[config.mk]
export PLATFORM = sky130hd
export DESIGN_NAME = video_out
export DESIGN_NICKNAME = d
export VERILOG_FILES = /design/src/rtl/video_out.sv
export SDC_FILE = /design/constraint.sdc
export NUM_CORES = 1
export LEC_CHECK = 0
export ABC_CLOCK_PERIOD_IN_PS = 3300
export BUFFER_PORTS_ARGS = -buffer_cell sky130_fd_sc_hd__buf_4
export CAP_MARGIN = 20
export CORE_AREA = 2 2 236 238
export DETAILED_ROUTE_END_ITERATION = 8
export DIE_AREA = 0 0 238 240
export RECOVER_POWER = 50
export SYNTH_ARGS = -nofsm -noshare
export SYNTH_HDL_FRONTEND = slang
export SYNTH_SLANG_ARGS = --single-unit
[constraint.sdc]
create_clock -name clk_sys -period 3.3 [get_ports clk_sys]
set_input_delay 0.165 -clock clk_sys [delete_from_list [all_inputs] [get_ports clk_sys]]
set_output_delay 0.165 -clock clk_sys [all_outputs]
set_load 0.02 [all_outputs]
[src/rtl/video_out.sv]
// 640x480@60 raster generator with a small pixel FIFO feeding hdmi_video.
// VIDEO_OUT_UNDERFLOW_MAGENTA_EN: when defined, starved active pixels show magenta instead of black.
module video_out #(
   parameter int H_ACTIVE   = 640,
   parameter int H_FP       = 16,
   parameter int H_SYNC     = 96,
   parameter int H_BP       = 48,
   parameter int V_ACTIVE   = 480,
   parameter int V_FP       = 10,
   parameter int V_SYNC     = 2,
   parameter int V_BP       = 33,
   parameter int PIX_DIV    = 2,
   parameter int FIFO_DEPTH = 16
) (
   input  logic        clk_sys,
   input  logic        rst_n,
   input  logic [23:0] pix_data_i,
   input  logic        pix_valid_i,
   output logic        pix_ready_o,
   output logic        frame_start_o,
   input  logic        underflow_clr_i,
   output logic        underflow_o,
   output logic [9:0]  line_o,
   output logic        hsync_n_o,
   output logic        vsync_n_o,
   output logic        blank_n_o,
   output logic [23:0] vga_color_o
);
   localparam int H_TOTAL = H_ACTIVE + H_FP + H_SYNC + H_BP;
   localparam int V_TOTAL = V_ACTIVE + V_FP + V_SYNC + V_BP;
   localparam int DW      = (PIX_DIV > 1) ? $clog2(PIX_DIV) : 1;
   localparam int AW      = $clog2(FIFO_DEPTH);

   localparam logic [DW-1:0] DIV_LAST = DW'(PIX_DIV - 1);
   localparam logic [9:0]    H_LAST   = 10'(H_TOTAL - 1);
   localparam logic [9:0]    V_LAST   = 10'(V_TOTAL - 1);
   localparam logic [9:0]    H_ACT    = 10'(H_ACTIVE);
   localparam logic [9:0]    V_ACT    = 10'(V_ACTIVE);
   localparam logic [9:0]    HS_START = 10'(H_ACTIVE + H_FP);
   localparam logic [9:0]    HS_END   = 10'(H_ACTIVE + H_FP + H_SYNC);
   localparam logic [9:0]    VS_START = 10'(V_ACTIVE + V_FP);
   localparam logic [9:0]    VS_END   = 10'(V_ACTIVE + V_FP + V_SYNC);
   localparam logic [AW:0]   FULL_CNT = (AW + 1)'(FIFO_DEPTH);

`ifdef VIDEO_OUT_UNDERFLOW_MAGENTA_EN
   localparam logic [23:0] UF_COLOR = 24'hFF00FF;
`else
   localparam logic [23:0] UF_COLOR = 24'h000000;
`endif

   logic [DW-1:0] div_cnt_q, div_cnt_d;
   logic [9:0]    h_cnt_q, h_cnt_d, v_cnt_q, v_cnt_d;
   logic [23:0]   mem_q [FIFO_DEPTH];
   logic [23:0]   mem_d [FIFO_DEPTH];
   logic [AW-1:0] wr_ptr_q, wr_ptr_d, rd_ptr_q, rd_ptr_d;
   logic [AW:0]   count_q, count_d;
   logic          ready_q, ready_d;
   logic          frame_start_q, frame_start_d;
   logic          underflow_q, underflow_d;
   logic          hsync_n_q, hsync_n_d, vsync_n_q, vsync_n_d, blank_n_q, blank_n_d;
   logic [9:0]    line_q, line_d;
   logic [23:0]   color_q, color_d;

   logic pix_tick, active, fifo_empty, push, pop, flush, uf_set;

   assign pix_tick   = (div_cnt_q == DIV_LAST);
   assign active     = (h_cnt_q < H_ACT) && (v_cnt_q < V_ACT);
   assign fifo_empty = (count_q == '0);
   assign push       = pix_valid_i && ready_q;
   assign pop        = pix_tick && active && !fifo_empty;
   // Flush one line ahead of the first visible line so the fetcher restarts aligned.
   assign flush      = pix_tick && (h_cnt_q == '0) && (v_cnt_q == V_LAST);
   assign uf_set     = pix_tick && active && fifo_empty;

   always_comb begin
      div_cnt_d = pix_tick ? '0 : div_cnt_q + 1'b1;
      h_cnt_d   = h_cnt_q;
      v_cnt_d   = v_cnt_q;
      if (pix_tick) begin
         if (h_cnt_q == H_LAST) begin
            h_cnt_d = '0;
            v_cnt_d = (v_cnt_q == V_LAST) ? '0 : v_cnt_q + 10'd1;
         end else begin
            h_cnt_d = h_cnt_q + 10'd1;
         end
      end
   end

   always_comb begin
      mem_d    = mem_q;
      wr_ptr_d = wr_ptr_q;
      rd_ptr_d = rd_ptr_q;
      count_d  = count_q;
      if (flush) begin
         wr_ptr_d = '0;
         rd_ptr_d = '0;
         count_d  = '0;
      end else begin
         if (push) begin
            mem_d[wr_ptr_q] = pix_data_i;
            wr_ptr_d        = wr_ptr_q + 1'b1;
         end
         if (pop) begin
            rd_ptr_d = rd_ptr_q + 1'b1;
         end
         if (push && !pop) begin
            count_d = count_q + 1'b1;
         end else if (!push && pop) begin
            count_d = count_q - 1'b1;
         end
      end
      ready_d       = (count_d != FULL_CNT);
      frame_start_d = flush;
      underflow_d   = uf_set ? 1'b1 : (underflow_clr_i ? 1'b0 : underflow_q);
   end

   always_comb begin
      hsync_n_d = hsync_n_q;
      vsync_n_d = vsync_n_q;
      blank_n_d = blank_n_q;
      line_d    = line_q;
      color_d   = color_q;
      if (pix_tick) begin
         hsync_n_d = !((h_cnt_q >= HS_START) && (h_cnt_q < HS_END));
         vsync_n_d = !((v_cnt_q >= VS_START) && (v_cnt_q < VS_END));
         blank_n_d = active;
         line_d    = v_cnt_q;
         if (!active) begin
            color_d = '0;
         end else if (fifo_empty) begin
            color_d = UF_COLOR;
         end else begin
            color_d = mem_q[rd_ptr_q];
         end
      end
   end

   always_ff @(posedge clk_sys or negedge rst_n) begin
      if (!rst_n) begin
         div_cnt_q     <= '0;
         h_cnt_q       <= '0;
         v_cnt_q       <= '0;
         mem_q         <= '{default: '0};
         wr_ptr_q      <= '0;
         rd_ptr_q      <= '0;
         count_q       <= '0;
         ready_q       <= 1'b0;
         frame_start_q <= 1'b0;
         underflow_q   <= 1'b0;
         hsync_n_q     <= 1'b1;
         vsync_n_q     <= 1'b1;
         blank_n_q     <= 1'b0;
         line_q        <= '0;
         color_q       <= '0;
      end else begin
         div_cnt_q     <= div_cnt_d;
         h_cnt_q       <= h_cnt_d;
         v_cnt_q       <= v_cnt_d;
         mem_q         <= mem_d;
         wr_ptr_q      <= wr_ptr_d;
         rd_ptr_q      <= rd_ptr_d;
         count_q       <= count_d;
         ready_q       <= ready_d;
         frame_start_q <= frame_start_d;
         underflow_q   <= underflow_d;
         hsync_n_q     <= hsync_n_d;
         vsync_n_q     <= vsync_n_d;
         blank_n_q     <= blank_n_d;
         line_q        <= line_d;
         color_q       <= color_d;
      end
   end

   assign pix_ready_o   = ready_q;
   assign frame_start_o = frame_start_q;
   assign underflow_o   = underflow_q;
   assign line_o        = line_q;
   assign hsync_n_o     = hsync_n_q;
   assign vsync_n_o     = vsync_n_q;
   assign blank_n_o     = blank_n_q;
   assign vga_color_o   = color_q;
endmodule

# Yosys cells after proc, flatten, opt, wreduce, memory -nomap -nowiden
# Cells that the tools add are included.
# Widths: inputs -> output; s select.
# word_totals
inputBits	28
out_inout_bits	40
wordCells	96
ff_bits	458
# classes
n_eq_ne	3
bitwise_logic	3
n_addsub	7
mux	20
n_reduce_logical	24
magnitude_cmp	9
# op_table
operator	n
$bwmux 384	1
$mux 24	5
$bmux 24 s4	1
$demux 24 s4	1
$add 10x1->10 const B	2
$eq 10x10->1 const B	2
$lt 10x10->1 const B	2
$lt 10x9->1 const B	2
$mux 10	2
$mux 4	4
$mux 5	3
$logic_and 1x1->1	12
$ge 10x10->1 const B	1
$ge 10x9->1 const B	1
$ge 5x5->1 const B	2
$logic_not 10->1	1
$not 4->5	2
$add 4x1->4 const B	2
$reduce_bool 2->1	3
$add 5x1->5 const B	1
$logic_not 1->1	5
$logic_not 5->1	1
$lt 5x1->1 const B	1
$ne 5x5->1 const B	1
other kinds (5)	8

# Longest topological paths before layout
# Gate-level depths: netlist of run 1.
# logic_depth
word_depth	9
mapped_depth	9

# Worst setup path before layout of run 1
# Ideal clock, no wire load.
# synth_path
path_type	flip-flop to flip-flop
start	reg v_cnt_q[1]
end	reg mem_q[51] (netlist name)
slack_ps	997
path_stages_with_launch	10
required_time_ps	3175
setup_time_ps	125
arrival_time_ps	2178
path_cell_list	dfrtp_1 > inv_1 > ha_1 > and4bb_1 > nand3_2 > nor3_4 > nor3b_4 > nand3_4 > buf_12 > mux2_4
# synth_between
elab_chain_len	4
# synth_lines
element	line_no	rtl
from (decl)	52	logic [9:0] h_cnt_q, h_cnt_d, v_cnt_q, v_cnt_d;
from (signal assigned)	158	v_cnt_q <= v_cnt_d;
$eq 10x10->1	72	assign flush = pix_tick && (h_cnt_q == '0) && (v_cnt_q == V_LAST);
$logic_and 1x1->1	72	
$not 1->1 (no line)	--	
$reduce_and 2->1 (no line)	--	
to (signal assigned)	159	mem_q <= mem_d;
to (decl)	53	logic [23:0] mem_q [FIFO_DEPTH];
# Every way passes these cells.
# A chain may end at the register's enable or synchronous reset.

# Worst setup path after layout of run 1
# layout_path
start	reg v_cnt_q[1]
end	reg mem_q[56] (netlist name)
# The elaborated chain is that of the path after synthesis.

==> flow_metrics.env, run 1 <==
export IMPL_synth_edf_count=0
export IMPL_worst_setup_path_end_kind="flop"
export IMPL_wire_per_inst_um=23.1
export IMPL_total_power_w=0.0241
export IMPL_die_h_um=240
export IMPL_yosys_area_top_type="dfrtp_1"
export IMPL_pin_count=68
export IMPL_maxCapViolCount=2
export IMPL_hold_start="pix_valid_i"
export IMPL_crit_path_start_kind="flop"
export IMPL_seq_power_share_pct=40.0
export IMPL_ir_drop_v=0.000445
export IMPL_antenna_found_initial=0
export IMPL_area_growth_pct=12.9
export IMPL_crit_cells=9
export IMPL_multi_input_area_um2=9330
export IMPL_drt_iter0_drc=626
export IMPL_num_antenna_cells=0
export IMPL_syn_nets=1338
export IMPL_top_layer="met4"
export IMPL_syn_avg_cell_area_um2=16.7
export IMPL_vias=11400
export IMPL_ys_top_cells_by_count="dfrtp_1 (456), mux2_2 (197), mux2_4 (160)"
export IMPL_ys_seq_area_share_pct=53.0
export IMPL_drive_above_1_share_pct=46.0
export IMPL_worstSkewPairLatency_ns=0.61
export IMPL_ys_warn_count=0
export IMPL_start_util_pct=39.6
export IMPL_cp_top_family="simple AND/OR/NAND/NOR gates"
export IMPL_max_freq_mhz=364
export IMPL_gp_congestion=0.781
export IMPL_async_reset_ff_share_pct=100
export IMPL_p_comb_share_pct=36.4
export IMPL_period_share_pct=83.2
export IMPL_p_int_w=0.0169
export IMPL_ant_nets=0
export IMPL_overflow=0
export IMPL_wl_met3_um=1400
export IMPL_met2WireLength_um=22800
export IMPL_coreArea_um2=54700
export IMPL_ys_types=52
export IMPL_r2r_end="mem_q[56]$_DFFE_PN0P_"
export IMPL_netlist_instances=1298
export IMPL_hold_end="wr_ptr_q[1]$_DFFE_PN0P_"
export IMPL_period_minus_slack_ns=2.75
export IMPL_cp_arrival_ns=3.22
export IMPL_path_cells="inv_1, ha_1, and4bb_1, nand3_2, nor3_4, nor3b_4, nand3_4, buf_12, mux2_4"
export IMPL_rows=86
export IMPL_htree_levels=2
export IMPL_routed_via_density=5.38
export IMPL_dieWidth_um=238
export IMPL_finClkSkew_ns=0.0358
export IMPL_r2r_slack_ns=0.55
export IMPL_leakage_nw=11.2
export IMPL_violations="capacitance limit, slew limit"
export IMPL_whs_path_depth=4
export IMPL_rsz0062_at_grt="false"
export IMPL_crit_type="reg -> reg"
export IMPL_synth_most_common_cell="dfrtp_1"
export IMPL_cts_root_buf="clkbuf_16"
export IMPL_hpwl_um=28600
export IMPL_grt_use_total_pct=17.7
export IMPL_netlist_area_leader_share_pct=52.8
export IMPL_slew_headroom_pct=-57.1
export IMPL_first_pass_iters=4
export IMPL_cpMaxStageDelayCell="nor3b_4"
export IMPL_required_ns=3.77
export IMPL_hp_class="in -> reg"
export IMPL_tightest_slew_ns=2.36
export IMPL_synthTopCellsByArea="dfrtp_1 (53%), mux4_2 (12%), mux2_4 (11%)"
export IMPL_cts_tree="done"
export IMPL_clock_sinks=458
export IMPL_swShare_pct=29.8
export IMPL_crit_buf_inv=2
export IMPL_portBuffers=67
export IMPL_post_cts_buffers=0
export IMPL_wl_um=48900
export IMPL_fin_tns_setup_ns=0
export IMPL_grt_pass1_wl_um=77200
export IMPL_grt_pass1_vias=12200
export IMPL_cp_max_fo=15
export IMPL_grt_max_degree=82
export IMPL_r2r_start="v_cnt_q[1]$_DFFE_PN0P_"
export IMPL_critical_path_max_stage_delay_ns=0.44
export IMPL_clockBufferDepth=3
export IMPL_clockPowerShare_pct=23.5
export IMPL_numCtsBuffers=51
export IMPL_synth_seq_cells=458
export IMPL_synth_area_um2=21600
export IMPL_hold_violations=0
export IMPL_crit_start="v_cnt_q[1]$_DFFE_PN0P_"
export IMPL_n_fill_cell=4825
export IMPL_final_max_slew_violation_count=107
export IMPL_status="complete, but fails checks"
export IMPL_p_per_area_nw_per_um2=989
export IMPL_dieArea_um2=57100
export IMPL_reg2reg_depth=9
export IMPL_cts_resized=0
export IMPL_regArea_um2=11500
export IMPL_finalSetupViolCount=0
export IMPL_path_clk_slew_ns=0.06
export IMPL_p_sw_w=0.00719
export IMPL_synthFlopType="dfrtp_1"
export IMPL_wirelength_met1_um=23600
export IMPL_post_route_drc_count=0
export IMPL_finalNetCount=1413
-- how the worst max path moves through the flow --
stage,endpoint,slack [ns]
2_1_floorplan,mem_q[51]$_DFFE_PN0P_,1.0
3_3_place_gp,mem_q[54]$_DFFE_PN0P_,0.61
3_5_place_dp,mem_q[56]$_DFFE_PN0P_,0.57
4_1_cts,mem_q[56]$_DFFE_PN0P_,0.56
5_1_grt,v_cnt_q[4]$_DFFE_PN0P_,0.22
6_report,mem_q[56]$_DFFE_PN0P_,0.55
-- repair_timing --
action / 4_1_cts / 5_1_grt
hold endpoints to repair: 456 / 0
hold buffers: 26 / 0
setup endpoints to repair: 0 / 0
-- kinds of logic after synthesis --
logic type	synth area share [%]
AO/OA/AOI/OAI	1.67
AND/OR/NAND/NOR	3.80
XOR/XNOR	0.891
flip-flops	53.0
multiplexers	36.0
adder cells (fa/ha/maj)	0.694
buffers and inverters	3.92
-- power by group through the flow --
stage / combinational [W] / clock, W / sequential, W
floorplan: 0.00726 / 0 / 0.00914
global placement: 0.00881 / 0 / 0.00963
detailed placement: 0.00897 / 0 / 0.00973
CTS: 0.00906 / 0.00585 / 0.00967
global route: 0.00942 / 0.00607 / 0.00998
finish: 0.00879 / 0.00568 / 0.00967
-- stage by stage --
| stage | cell area [um2] | cells | setup slack [ns] | hold WS [ns] | utilization (%) |
|---|---|---|---|---|---|
| 6_report | 24400 | 2114 | 0.553 | 0.176 | 44.7 |
| 5_1_grt | 24400 | 2114 | 0.223 | 0.154 | 44.7 |
| 4_1_cts | 24600 | 2114 | 0.558 | 0.135 | 45.0 |
| 3_5_place_dp | 22600 | 1998 | 0.566 | 0.245 | 41.4 |
| 3_3_place_gp | 22600 | 1998 | 0.606 | 0.230 | 41.4 |
| 2_1_floorplan | 21600 | 1298 | 0.997 | -0.131 | - |
-- cell type report --
| cell class | instances | area share [%] |
|---|---|---|
| repair buffers | 124 | 4.15 |
| flip-flops and latches | 458 | 47.0 |
| well taps | 704 | 3.61 |
| inverters | 11 | 0.169 |
| clock inverters | 17 | 0.841 |
| multi-input cells | 727 | 38.2 |
| clock buffers | 73 | 6.02 |
-- layer usage --
metal	up-vias	GRT usage [%]
met4	0	4.77
met2	156	28.3
met1	6187	25.3
li1	4960	-
met5	-	0
met3	67	2.45
-- worst register-to-register path: stages (launching register included) --
cell and delay [ns]:
dfrtp_1 0.41, inv_1 0.10, ha_1 0.18, and4bb_1 0.19
nand3_2 0.11, nor3_4 0.10, nor3b_4 0.44, nand3_4 0.44
buf_12 0.34, mux2_4 0.31
-- registers in the layout, summed over array words and instances, names as in the netlist, 4 cells and up --
signal / cells
mem_q: 384
vga_color_o: 24
h_cnt_q: 10
line_o: 10
v_cnt_q: 10
count_q: 5
rd_ptr_q: 4
wr_ptr_q: 4
-- layout by cell type, fill, tap and decap left out, types with 3 or more instances in the layout --
cell type        n
a21oi_1          7
a22o_1          26
buf_12          14
buf_4           40
bufinv_16        3
clkbuf_1        50
clkbuf_16       52
clkbuf_2         6
clkbuf_8         9
clkinv_2        10
dfrtp_1        452
dlygate4sd3_1   26
ha_1            12
inv_1           10
mux2_1          40
mux2_2         197
mux2_4         160
mux4_2         120
nand2_1         30
nand2_4         12
nand3_1          8
nand3_4          4
nand4_1          8
nor2_1          24
nor3_1           8
nor3b_4          4
nor4_1           3
o21ai_0         12
or3_1            3
xnor2_1         13
xor2_1           9
(Power assumes the default switching activity.)
==> run 2: changes to the inputs <==
--- a/config.mk
+++ b/config.mk
@@ -5,7 +5,7 @@
 export SDC_FILE = /design/constraint.sdc
 export NUM_CORES = 1
 export LEC_CHECK = 0
-export ABC_CLOCK_PERIOD_IN_PS = 3300
+export ABC_CLOCK_PERIOD_IN_PS = 2800
 export BUFFER_PORTS_ARGS = -buffer_cell sky130_fd_sc_hd__buf_4
 export CAP_MARGIN = 20
 export CORE_AREA = 2 2 236 238
==> constraint.sdc (replaced) <==
create_clock -name clk_sys -period 2.8 [get_ports clk_sys]
set_input_delay 0.14 -clock clk_sys [delete_from_list [all_inputs] [get_ports clk_sys]]
set_output_delay 0.14 -clock clk_sys [all_outputs]
set_load 0.02 [all_outputs]
==> run 2 against run 1 <==
  * The run still ends with capacitance limit, slew limit left
  * Routed wire length is 0.93% lower
  * Register-to-register slack lost 0.34 ns
  * Count of clock-buffer cells in the layout is 1 lower
  * Cell area increased by 1.1%
  * Maximum frequency rose by 6.1%
  * Largest power group unchanged
==> flow_metrics.env, run 2 (same netlist as run 1, synthesis figures left out) <==
export IMPL_grt_max_degree=91
export IMPL_rsz0062_at_grt="false"
export IMPL_violations="capacitance limit, slew limit"
export IMPL_first_pass_iters=4
export IMPL_status="complete, but fails checks"
export IMPL_final_common_cell="dfrtp_1"
export IMPL_htree_levels=2
export IMPL_multi_input_area_um2=9330
export IMPL_grt_pass1_wl_um=77600
export IMPL_hold_violations=0
export IMPL_drive_above_1_share_pct=49.3
export IMPL_largest_reg_flops=384
export IMPL_utilization_pct=45.2
export IMPL_final_area_um2=24700
export IMPL_required_ns=3.26
export IMPL_preCtsSetupSlack_ns=0.201
export IMPL_clock_sinks=458
export IMPL_routed_via_density=5.35
export IMPL_worst_setup_path_end_kind="flop"
export IMPL_setup_ws_ns=0.211
export IMPL_maxCapViolCount=1
export IMPL_numCtsBuffers=51
export IMPL_drt_iter0_drc=569
export IMPL_coreArea_um2=54700
export IMPL_portBuffers=67
export IMPL_crit_path_start_kind="flop"
export IMPL_tightest_slew_ns=1.53
export IMPL_ir_drop_v=0.000513
export IMPL_final_cell_mix="dfrtp_1 (452), mux2_2 (197), mux2_4 (160), mux4_2 (120), buf_4 (103)"
export IMPL_start_util_pct=39.6
export IMPL_cp_max_fo=19
export IMPL_regArea_um2=11500
export IMPL_hpwl_um=29500
export IMPL_antenna_found_initial=0
export IMPL_finClkSkew_ns=0.0189
export IMPL_p_per_area_nw_per_um2=1160
export IMPL_leakage_nw=11.4
export IMPL_place_area_um2=22900
export IMPL_wl_um=48400
export IMPL_rows=86
export IMPL_dieArea_um2=57100
export IMPL_finalNetCount=1444
export IMPL_path_clk_slew_ns=0.06
export IMPL_n_fill_cell=4764
export IMPL_gp_congestion=0.724
export IMPL_hp_class="in -> reg"
export IMPL_cp_arrival_ns=3.05
export IMPL_fin_tns_setup_ns=0
export IMPL_cts_root_buf="clkbuf_16"
export IMPL_crit_type="reg -> reg"
export IMPL_post_route_drc_count=0
export IMPL_period_minus_slack_ns=2.59
export IMPL_max_freq_mhz=386
export IMPL_dieWidth_um=238
export IMPL_area_growth_pct=14.1
export IMPL_clockBufferDepth=3
export IMPL_die_h_um=240
export IMPL_grt_use_total_pct=17.7
export IMPL_worstSkewPairLatency_ns=0.59
export IMPL_post_cts_buffers=0
export IMPL_grt_pass1_vias=12300
export IMPL_overflow=0
export IMPL_cts_tree="done"
export IMPL_ant_nets=0
export IMPL_period_share_pct=92.4
export IMPL_vias=11500
export IMPL_final_max_slew_violation_count=70
export IMPL_wire_per_inst_um=22.5
export IMPL_finalSetupViolCount=0
export IMPL_total_power_w=0.0286
export IMPL_pin_count=68
export IMPL_slew_headroom_pct=-1.84
export IMPL_regMostFlops="mem_q"
export IMPL_num_antenna_cells=0
==> run 2: cell count changes in the layout (fill, tap and decap cells not counted), sizes merged <==
cell / delta
buf: +58
clkbuf: -28
inv: +3
clkinv: +2
bufinv: +1
==> run 2: path summary, 6_finish.rpt <==
| kind | depth (start not counted) | slack (ns) | start | end |
|---|---|---|---|---|
| setup / recovery | 10 | 0.21 | h_cnt_q[0]$_DFFE_PN0P_ | mem_q[38]$_DFFE_PN0P_ |
| hold / removal | 4 | 0.14 | pix_valid_i | wr_ptr_q[1]$_DFFE_PN0P_ |
| setup reg to reg | 10 | 0.21 | h_cnt_q[0]$_DFFE_PN0P_ | mem_q[38]$_DFFE_PN0P_ |
| hold reg to reg | 1 | 0.49 | mem_q[224]$_DFFE_PN0P_ | mem_q[224]$_DFFE_PN0P_ |
| max in group asynchronous | 3 | 0.66 | rst_n | mem_q[297]$_DFFE_PN0P_ |
| min in group asynchronous | 2 | 0.15 | rst_n | mem_q[212]$_DFFE_PN0P_ |
==> run 2: worst max-delay path, cell delays in order, from the launching register on <==
cell and delay, ns:
dfrtp_1 0.42, inv_1 0.07, ha_1 0.21, and4bb_1 0.19, nand3_1 0.12, nor3_4 0.04, buf_4 0.18, nor3b_4 0.44
nand3_4 0.21, buf_12 0.25, mux2_4 0.31
==> run 2: metal layers <==
layer	track usage, %	vias to the layer above	wire (um)
li1	-	5027	-
met1	25.8	6235	22800
met5	0	-	0
met3	2.82	55	1900
met2	27.8	179	22800
met4	4.56	0	869
==> run 2: final cells by class <==
class,count,area share (%)
sequential,458,46.5
multi-input combinational,727,37.8
clock buffer,72,5.94
timing repair buffer,155,5.12
tap,704,3.57
clock inverter,23,0.953
inverter,11,0.167
==> run 2: report_power, final <==
| part | leakage (nW) | internal [W] | switching, W | total, W |
|---|---|---|---|---|
| combinational | 4.89 | 0.00667 | 0.00389 | 0.0106 |
| sequential | 5.70 | 0.00954 | 0.00170 | 0.0112 |
| clock | 0.845 | 0.00402 | 0.00275 | 0.00677 |
==> run 2: through the flow <==
step | hold slack, ns | instances
finish | 0.139 | 2150
global route | 0.143 | 2150
CTS | 0.101 | 2150
detailed placement | 0.221 | 2029
global placement | 0.225 | 2029
floorplan | -0.156 | 1298
==> run 2: what timing repair did <==
item,in CTS,in global routing
hold buffers,26,0
endpoints found under the hold margin,465,0
gates resized for setup,0,0
endpoints found under the setup margin,0,0
==> run 3: changes to the inputs <==
--- a/config.mk
+++ b/config.mk
@@ -8,9 +8,9 @@
 export ABC_CLOCK_PERIOD_IN_PS = 2800
 export BUFFER_PORTS_ARGS = -buffer_cell sky130_fd_sc_hd__buf_4
 export CAP_MARGIN = 20
-export CORE_AREA = 2 2 236 238
+export CORE_AREA = 2 2 272 274
 export DETAILED_ROUTE_END_ITERATION = 8
-export DIE_AREA = 0 0 238 240
+export DIE_AREA = 0 0 274 276
 export RECOVER_POWER = 50
 export SYNTH_ARGS = -nofsm -noshare
 export SYNTH_HDL_FRONTEND = slang
==> run 3 against run 2 <==
  * The run now ends clean
  * Power up 1.0%
  * Hold slack better by 0.0067 ns
  * Setup slack worse by 0.019 ns
  * Critical path depth up 1
  * Count of clock-buffer cells in the layout down 2
  * Clock power up 0.6%
  * Sequential share of layout area down 0.83 points
  * Clock skew up 0.0098 ns
  * Critical endpoint is now mem_q[170]$_DFFE_PN0P_
  * Largest power group unchanged
==> flow_metrics.env, run 3 (same netlist as run 1, synthesis figures left out) <==
export IMPL_status="complete, no violations"
export IMPL_overflow=0
export IMPL_maxCapViolCount=0
export IMPL_worstSkewPairLatency_ns=0.62
export IMPL_dieWidth_um=274
export IMPL_cts_root_buf="clkbuf_16"
export IMPL_max_freq_mhz=383
export IMPL_final_max_slew_violation_count=0
export IMPL_numCtsBuffers=50
export IMPL_wl_um=49900
export IMPL_finClkSkew_ns=0.0286
export IMPL_drive_above_1_share_pct=49.7
export IMPL_drt_iter0_drc=650
export IMPL_rows=99
export IMPL_final_common_cell="dfrtp_1"
export IMPL_leakage_nw=11.5
export IMPL_largest_reg_flops=384
export IMPL_antenna_found_initial=2
export IMPL_required_ns=3.28
export IMPL_dieArea_um2=75600
export IMPL_finalSetupViolCount=0
export IMPL_grt_max_degree=77
export IMPL_grt_pass1_wl_um=79300
export IMPL_routed_via_density=4.79
export IMPL_n_fill_cell=6981
export IMPL_wire_per_inst_um=20.7
export IMPL_crit_type="reg -> reg"
export IMPL_cp_arrival_ns=3.09
export IMPL_worst_setup_path_end_kind="flop"
export IMPL_htree_levels=2
export IMPL_pin_count=68
export IMPL_regMostFlops="mem_q"
export IMPL_period_minus_slack_ns=2.61
export IMPL_finalNetCount=1446
export IMPL_total_power_w=0.0289
export IMPL_hold_violations=0
export IMPL_clock_sinks=458
export IMPL_fin_tns_setup_ns=0
export IMPL_crit_path_start_kind="flop"
export IMPL_grt_use_total_pct=13.5
export IMPL_gp_congestion=0.771
export IMPL_start_util_pct=29.8
export IMPL_portBuffers=67
export IMPL_vias=11500
export IMPL_ir_drop_v=0.000501
export IMPL_final_cell_mix="dfrtp_1 (453), mux2_2 (197), mux2_4 (160), mux4_2 (120), buf_4 (104)"
export IMPL_utilization_pct=34.6
export IMPL_area_growth_pct=16.2
export IMPL_slew_headroom_pct=8.06
export IMPL_hpwl_um=30900
export IMPL_first_pass_iters=4
export IMPL_coreArea_um2=72600
export IMPL_tightest_slew_ns=1.38
export IMPL_cts_resized=0
export IMPL_clockBufferDepth=3
export IMPL_cts_tree="done"
export IMPL_ant_nets=0
export IMPL_path_clk_slew_ns=0.07
export IMPL_post_route_drc_count=0
export IMPL_cp_max_fo=14
export IMPL_grt_pass1_vias=12800
export IMPL_multi_input_area_um2=9330
export IMPL_period_share_pct=93.1
export IMPL_p_per_area_nw_per_um2=1150
export IMPL_regArea_um2=11500
export IMPL_die_h_um=276
export IMPL_rsz0062_at_grt="false"
export IMPL_hp_class="in -> reg"
==> run 3: changes by cell type in the layout (fill, tap and decap cells not counted), sizes merged <==
cell	previous run	this run
diode	0	1
clkinv	13	16
inv	15	14
clkinvlp	2	1
clkbuf	89	84
buf	112	118
==> run 3: layer usage <==
layer / up-vias / global-route usage [%] / share of wire, %
li1: 5045 / - / -
met1: 6218 / 18.1 / 45
met2: 203 / 22.2 / 49
met3: 72 / 2.52 / 3.9
met4: 2 / 3.71 / 2.2
met5: - / 0 / 0.026
==> run 3: final timing paths <==
check                                       startpoint                      end  slack, ns  depth (start not counted)
min in group asynchronous                        rst_n   mem_q[150]$_DFFE_PN0P_       0.36                          2
worst min-delay path                       pix_valid_i  wr_ptr_q[1]$_DFFE_PN0P_       0.15                          4
worst min register to register  mem_q[222]$_DFFE_PN0P_   mem_q[222]$_DFFE_PN0P_       0.48                          1
worst max-delay path            v_cnt_q[0]$_DFFE_PN0P_   mem_q[170]$_DFFE_PN0P_       0.19                         11
worst max register to register  v_cnt_q[0]$_DFFE_PN0P_   mem_q[170]$_DFFE_PN0P_       0.19                         11
max in group asynchronous                        rst_n   mem_q[187]$_DFFE_PN0P_       0.48                          4
==> run 3: area by class of cell <==
type	instances	area share (%)
diodes	1	0.00996
clock buffers	70	5.72
clock inverters	24	1.09
inverters	11	0.164
multi-input cells	727	37.1
flip-flops and latches	458	45.6
well taps	959	4.77
repair buffers	158	5.50
==> run 3: critical path, cell delays in order, from the launching register on <==
cell and delay [ns]:
dfrtp_1 0.40, inv_1 0.12, ha_1 0.16, and4bb_1 0.20, nand3_2 0.11, nor3_4 0.20, buf_4 0.21, nor3b_4 0.08
buf_4 0.19, nand2_4 0.07, buf_4 0.36, mux2_2 0.39
==> run 3: timing repair <==
item / in CTS / in global routing
hold buffers: 26 / 0
endpoints found under the hold margin: 740 / 0
buffers inserted: 0 / 2
setup endpoints to repair: 0 / 12
==> run 3: power by group <==
part           leakage, nW  switching [W]  internal (W)
sequential            5.71        0.00164       0.00954
clock                0.853        0.00282       0.00398
combinational         4.95        0.00409       0.00679
total                 11.5        0.00856        0.0203
==> run 3: per-stage QoR <==
step,std cells,hold slack (ns),setup WS [ns],instance area [um2]
after floorplan,1298,-0.156,0.497,21600
after global placement,2285,0.100,0.205,23200
after detailed placement,2285,0.0951,0.118,23200
after CTS,2405,0.0232,0.0870,25200
after global routing,2407,0.165,0.0430,25100
final,2408,0.145,0.192,25100
